[src/rtl/rv_pipeline_ctrl.sv]
// Stall/kill sequencer for the uRV pipeline: turns X/W-stage hazard, branch, multi-cycle
// and memory-wait events into fetch/decode/execute stall and kill controls.
module rv_pipeline_ctrl #(
    parameter int unsigned FLUSH_CYCLES = 2,
    parameter int unsigned MC_TIMEOUT   = 64,
    parameter int unsigned CNT_W        = 16
) (
    input  logic             clk_i,
    input  logic             rst_i,
    input  logic             x_valid_i,
    input  logic             x_load_hazard_i,
    input  logic             x_branch_taken_i,
    input  logic             x_mc_start_i,
    input  logic             x_mc_done_i,
    input  logic             w_stall_req_i,
    output logic             f_stall_o,
    output logic             d_stall_o,
    output logic             d_kill_o,
    output logic             x_stall_o,
    output logic             x_kill_o,
    output logic             mc_busy_o,
    output logic             mc_timeout_o,
    output logic [CNT_W-1:0] stall_cnt_o
);

    typedef enum logic [1:0] {StRun, StHaz, StFlush, StMcWait} state_e;

    localparam logic [1:0] FlushInit = 2'(FLUSH_CYCLES - 1);
    localparam logic [7:0] McTimeout = 8'(MC_TIMEOUT);

    state_e           state_q, state_d;
    logic [1:0]       flush_cnt_q, flush_cnt_d;
    logic [7:0]       mc_cnt_q, mc_cnt_d;
    logic [CNT_W-1:0] stall_cnt_q, stall_cnt_d;

    logic take_branch, take_hazard, take_mc;

    assign take_mc     = x_valid_i & x_mc_start_i;
    assign take_branch = x_valid_i & x_branch_taken_i;
    assign take_hazard = x_valid_i & x_load_hazard_i;

    always_comb begin
        state_d      = state_q;
        flush_cnt_d  = flush_cnt_q;
        mc_cnt_d     = mc_cnt_q;
        f_stall_o    = 1'b0;
        d_stall_o    = 1'b0;
        d_kill_o     = 1'b0;
        x_stall_o    = 1'b0;
        x_kill_o     = 1'b0;
        mc_busy_o    = 1'b0;
        mc_timeout_o = 1'b0;

        if (w_stall_req_i) begin
            // Memory wait freezes everything; events are re-sampled once X advances.
            f_stall_o = 1'b1;
            d_stall_o = 1'b1;
            x_stall_o = 1'b1;
            mc_busy_o = (state_q == StMcWait);
        end else begin
            unique case (state_q)
                StRun: begin
                    if (take_mc) begin
                        f_stall_o = 1'b1;
                        d_stall_o = 1'b1;
                        x_stall_o = 1'b1;
                        state_d   = StMcWait;
                        mc_cnt_d  = 8'd1;
                    end else if (take_branch) begin
                        d_kill_o = 1'b1;
                        if (FLUSH_CYCLES > 1) begin
                            state_d     = StFlush;
                            flush_cnt_d = FlushInit;
                        end
                    end else if (take_hazard) begin
                        f_stall_o = 1'b1;
                        d_stall_o = 1'b1;
                        x_stall_o = 1'b1;
                        x_kill_o  = 1'b1;
                        state_d   = StHaz;
                    end
                end
                StHaz: begin
                    // Stay masked while the same hazard flag is held so it is not re-triggered.
                    if (take_branch) begin
                        d_kill_o = 1'b1;
                        if (FLUSH_CYCLES > 1) begin
                            state_d     = StFlush;
                            flush_cnt_d = FlushInit;
                        end else begin
                            state_d = StRun;
                        end
                    end else if (!take_hazard) begin
                        state_d = StRun;
                    end
                end
                StFlush: begin
                    d_kill_o = 1'b1;
                    if (flush_cnt_q <= 2'd1) begin
                        flush_cnt_d = 2'd0;
                        state_d     = StRun;
                    end else begin
                        flush_cnt_d = flush_cnt_q - 2'd1;
                    end
                end
                StMcWait: begin
                    // Busy drops in the completing cycle, together with the stalls.
                    if (x_mc_done_i) begin
                        mc_cnt_d = 8'd0;
                        state_d  = StRun;
                    end else if (mc_cnt_q >= McTimeout) begin
                        mc_timeout_o = 1'b1;
                        mc_cnt_d     = 8'd0;
                        state_d      = StRun;
                    end else begin
                        f_stall_o = 1'b1;
                        d_stall_o = 1'b1;
                        x_stall_o = 1'b1;
                        mc_busy_o = 1'b1;
                        mc_cnt_d  = mc_cnt_q + 8'd1;
                    end
                end
                default: state_d = StRun;
            endcase
        end

        if (rst_i) begin
            f_stall_o    = w_stall_req_i;
            d_stall_o    = w_stall_req_i;
            x_stall_o    = w_stall_req_i;
            d_kill_o     = 1'b0;
            x_kill_o     = 1'b0;
            mc_busy_o    = 1'b0;
            mc_timeout_o = 1'b0;
        end

        stall_cnt_d = stall_cnt_q + {{(CNT_W-1){1'b0}}, d_stall_o};
    end

    always_ff @(posedge clk_i or posedge rst_i) begin
        if (rst_i) begin
            state_q     <= StRun;
            flush_cnt_q <= 2'd0;
            mc_cnt_q    <= 8'd0;
            stall_cnt_q <= '0;
        end else begin
            state_q     <= state_d;
            flush_cnt_q <= flush_cnt_d;
            mc_cnt_q    <= mc_cnt_d;
            stall_cnt_q <= stall_cnt_d;
        end
    end

    assign stall_cnt_o = stall_cnt_q;

endmodule

[config.mk]
export PLATFORM = sky130hd
export DESIGN_NAME = rv_pipeline_ctrl
export DESIGN_NICKNAME = d
export VERILOG_FILES = /design/src/rtl/rv_pipeline_ctrl.sv
export SDC_FILE = /design/constraint.sdc
export NUM_CORES = 1
export LEC_CHECK = 0
export ABC_AREA = 0
export CAP_MARGIN = 25
export CORE_UTILIZATION = 45
export CTS_CLUSTER_DIAMETER = 30
export DETAILED_ROUTE_END_ITERATION = 10
export PLACE_DENSITY = 0.83
export SYNTH_ARGS = -nofsm -noshare
export SYNTH_HDL_FRONTEND = slang
export SYNTH_SLANG_ARGS = --single-unit
[constraint.sdc]
create_clock -name clk_i -period 3.6 [get_ports clk_i]
set_input_delay 0.54 -clock clk_i [delete_from_list [all_inputs] [get_ports clk_i]]
set_output_delay 0.54 -clock clk_i [all_outputs]
set_load 0.01 [all_outputs]
Word-level counts from Yosys, hierarchy flattened
Index checks and enable logic that the tools add are counted.
- muxes and demuxes: 42
- order comparisons: 2
- reductions and logical operators: 6
- equal/unequal tests: 9
- $add $sub $neg: 3
- bitwise gates (word level): 4
- operator list (operator ; count):
    $mux W8 ; 3
    $mux W1 ; 23
    $mux W2 ; 11
    $add A16 B1 Y16 ; 1
    $pmux W8 S2 ; 1
    $add A8 B1 Y8 const B ; 1
    $ge A8 B7 Y1 const B ; 1
    $pmux W2 S4 ; 1
    $ne A2 B2 Y1 const B ; 3
    $pmux W2 S3 ; 1
    $reduce_and A3 Y1 ; 2
    $reduce_and A5 Y1 ; 1
    $eq A2 B2 Y1 const B ; 2
    $ne A4 B4 Y1 const B ; 1
    $and A1 B1 Y1 ; 3
    $ne A3 B2 Y1 const B ; 1
    $ne A3 B3 Y1 const B ; 1
    $pmux W1 S3 ; 1
    $reduce_bool A3 Y1 ; 1
    $eq A2 B1 Y1 const B ; 1
    $le A2 B1 Y1 const B ; 1
    $logic_not A2 Y1 ; 1
    $pmux W1 S2 ; 1
    $reduce_bool A2 Y1 ; 1
    other kinds (2) ; 2
- input bits: 8
- word-level logic and storage cells: 70
- flip-flop bits (word level): 28
- output and inout port bits: 23

Logic depth before layout (Yosys ltp)
- depth after elaboration: 8
- gate-level depth with buffers: 10
- gate-level depth less buffers: 10

Worst setup path before layout
OpenSTA, ideal clock, no wires.
- kind: flip-flop to flip-flop
- start: register state_q[1]
- end: register stall_cnt_q[14] (netlist: stall_cnt_o[14])
- library setup time: 0.079 ns
- arrival: 2.483 ns
- data required time: 3.521 ns
- clock period less this slack: 2.562 ns
- slack: 1.038 ns
- buffers on the path: 1
- stages on the path, launching flop included: 11
- path through: dfrtp_1 > ha_1 > or4b_1 > buf_2 > a211oi_1 > or2_1 > ha_1 > ha_1 > nand2_1 > nor3_1 > xor2_1
- word-level cells in the longest chain between the ends: 5
- elaborated cells between the ends (all ways): 6
- classes of those cells: 1 x add/sub; 1 x eq/ne; 3 x mux; 1 x reduce/logical
- RTL lines (element ; RTL line ; source):
    from (decl) ; 31 ; state_e state_q, state_d;
    from (signal assigned) ; 142 ; state_q <= StRun;
    from (signal assigned) ; 147 ; state_q <= state_d;
    $eq A2 B2 Y1 or $logic_not A2 Y1 (tied branches) ; 61 ; unique case (state_q)
    $pmux W1 S2 * ; 61 ;
    $mux W1 * ; 54 ; if (w_stall_req_i) begin
    $mux W1 * ; 127 ; if (rst_i) begin
    named net d_stall_o ; 17 ; output logic d_stall_o,
    $add A16 B1 Y16 * ; 137 ; stall_cnt_d = stall_cnt_q + {{(CNT_W-1){1'b0}}, d_stall_o};
    named net stall_cnt_d[14] ; 34 ; logic [CNT_W-1:0] stall_cnt_q, stall_cnt_d;
    to (signal assigned) ; 150 ; stall_cnt_q <= stall_cnt_d;
    to (decl) ; 34 ;
The timed path passes the listed nets; every way through them passes the cells marked *.
A chain may end at the register's enable or synchronous reset.

Final worst setup path
- start: register state_q[1]
- end: output x_stall_o
- word-level cells in the longest chain between the ends: 4
- elaborated cells between the ends (all ways): 5
- classes of those cells: 1 x eq/ne; 3 x mux; 1 x reduce/logical
- RTL lines (element ; RTL line ; source):
    $eq A2 B2 Y1 or $logic_not A2 Y1 (tied branches) ; 61 ;
    $pmux W1 S2 * ; 61 ;
    $mux W1 * ; 54 ;
    $mux W1 * ; 127 ;
    to (decl) ; 19 ; output logic x_stall_o,
Mark *: on every way between the ends. The rest lies on a longest branch, timed or not.

==> results_dict.tcl <==
set metrics [dict create \
    drive_gt1_share_pct 5.028 \
    syn_nets 164 \
    async_reset_ff_share_pct 100.0 \
    place.gp.congestion 0.8466 \
    required_ns 3.06 \
    mostFrequentLayoutCells "clkdlybuf4s50_1, dfrtp_1, nand3_1" \
    synth_ff_type "dfrtp_1" \
    rsz0062_at_grt "no" \
    status "finished, final reports clean" \
    drt.antenna.violating_nets 0 \
    setup_tns_ns 0 \
    yosysTopAreaCellShare_pct 46.67 \
    r2r_cells 9 \
    synth_area_mm2 0.001501 \
    ys_seq_area_share_pct 46.67 \
    layout-area-overhead-vs-synth_pct 25.00 \
    die_w_um 59.76 \
    max_slew_margin_pct 69.58 \
    synthDistinctLibCells 40 \
    core-area_mm2 0.003103 \
    power.leakage_nw 0.8070 \
    worst_pin_slew_ns 0.4448 \
    yosys_warnings 0 \
    cts.clk_slew.worst_paths_ns 0.14 \
    layout.cells.non_filler 223 \
    yosysTopAreaCell "dfrtp_1" \
    syn_avg_cell_area_um2 10.14 \
    synth_enable_flop_cells 0 \
    clockRootBuffer "clkbuf_4" \
    drtPass1Iterations 4 \
    synth_cells 148 \
    viasPerCell 5.426 \
    holdPathStages 1 \
    final_common_cell "clkdlybuf4s50_1" \
    antennaDiodeCount 0 \
    ir_drop_uv 284.1 \
    route.detailed.drc 0 \
    fin_worst_skew_ns 0.005796 \
    grt_overflow 0 \
    dp_hpwl_um 2212 \
    cts_buffers 3 \
    powerDensity_mw_per_mm2 503.1 \
    antenna_found_initial 0 \
    htreeDepth 1 \
    period_share_pct 89.60 \
    clk_path_buf_depth 2 \
    ys_seq_elements 28 \
    post-place-cells 219 \
    final_nets 196 \
    rows 20 \
    clock_latency_ns 0.32 \
    cts_setup_buffers 0 \
    port_buffers 30 \
    grt_max_degree 29 \
    die_area_mm2 0.003571 \
    arrival_ns 2.69 \
    cts_hold_buffers 0 \
    fin_crit_ns 3.225 \
    dieHeight_um 59.76 \
    grt_pass1_wl_um 5099 \
    ioPinCount 31 \
    maxSlewViolCount 0 \
    start_util_pct 48.39 \
    cts_tree "built" \
    critPathCaptureType "output port" \
    finalHoldViolations 0 \
    hold_path.class "reg -> reg" \
    grt_usage_pct 18.66 \
    cts_resized 0 \
    start_kind "flip-flop" \
    final-setup-viol-count 0 \
    wl_per_cell_um 12.90 \
    wirelength_um 2877 \
    worst-setup-path-type "reg -> out" \
    worstPathMaxFanout 8 \
    vias 1210 \
    yosys-top-cells-area "dfrtp_1, ha_1, xnor2_1" \
    grt_pass1_vias 1198 \
    fmaxAchievable_ghz 0.3100 \
    drtIter0Drc 28 \
    cts_sinks 28 \
    max-cap-violations 0 \
]
cells in the mapped netlist (all sizes together) (2+ instances only):
cell / n
o31ai: 2
mux2: 2
xor2: 6
ha: 8
nand2b: 2
and2: 2
nand3: 13
buf: 3
nor3b: 2
inv: 7
a31oi: 2
o211a: 2
nand4: 2
a211oi: 2
nor2: 7
xnor2: 8
nand2: 11
nor3: 3
and4: 2
a21oi: 2
or2: 2
nor2b: 3
o21ai: 14
dfrtp: 28
final cells by class:
type | instances | area, um^2
multi-input cells | 109 | 750.7
fillers | 295 | 1226
flip-flops and latches | 28 | 700.7
repair buffers | 31 | 307.8
well taps | 44 | 55.05
inverters | 7 | 26.28
clock buffers | 4 | 36.28
power breakdown:
part / switching [mW] / internal (mW) / leakage [nW] / total [mW]
combinational: 0.166 / 0.180 / 0.422 / 0.346
sequential: 0.0737 / 0.376 / 0.364 / 0.450
clock: 0.0865 / 0.0618 / 0.0210 / 0.148
routing by layer:
layer  vias up  global-route usage, %  routed length, um
met5         -                      0                  0
met4         0                  4.983                 16
met3         2                  2.814                107
met2        33                  33.97               1499
met1       589                  22.76               1253
li1        586                      -                  -
stage by stage:
step | util (%) | hold WS, ns | total power, mW | worst slack, ns | area (um^2)
after global placement | 59.31 | 0.4578 | 0.7849 | 0.4170 | 1841
after floorplan | - | 0.4618 | 0.6482 | 1.038 | 1501
after detailed placement | 59.31 | 0.4574 | 0.8040 | 0.3668 | 1841
after CTS | 60.48 | 0.4808 | 0.9553 | 0.3591 | 1877
after global routing | 60.48 | 0.4981 | 1.012 | 0.2021 | 1877
final | 60.48 | 0.4777 | 0.9443 | 0.3745 | 1877
registers in the layout (all words and copies together) (netlist names):
signal and cells:
mc_cnt_q 8, stall_cnt_o 16, flush_cnt_q 2, state_q 2
cell families (layout without fill, tap and decap cells):
logic type,Yosys count,after routing,share of synthesized area (%)
AND/OR/NAND/NOR,54,54,19.25
AO/OA/AOI/OAI,30,30,13.75
flip-flops,28,28,46.67
XOR/XNOR,14,14,8.167
buffers and inverters,11,42,3.333
adder cells (fa/ha/maj),8,8,6.667
multiplexers,3,3,2.167
worst paths after layout:
path                                  from               to  slack [ns]
min in group asynchronous            rst_i      mc_cnt_q[0]        0.73
setup / recovery                state_q[1]        x_stall_o        0.37
hold reg to reg            stall_cnt_o[15]  stall_cnt_o[15]        0.48
hold / removal             stall_cnt_o[15]  stall_cnt_o[15]        0.48
max in group asynchronous            rst_i   stall_cnt_o[1]        2.61
setup reg to reg                state_q[1]  stall_cnt_o[14]        0.73
worst max-delay path, stage by stage (launching register included):
cell	delay, ns
dfrtp_1	0.45
ha_1	0.32
or4b_1	0.61
a211oi_1	0.24
or2_1	0.19
clkdlybuf4s50_1	0.55
No activity file was read; power rests on OpenSTA's default activity.
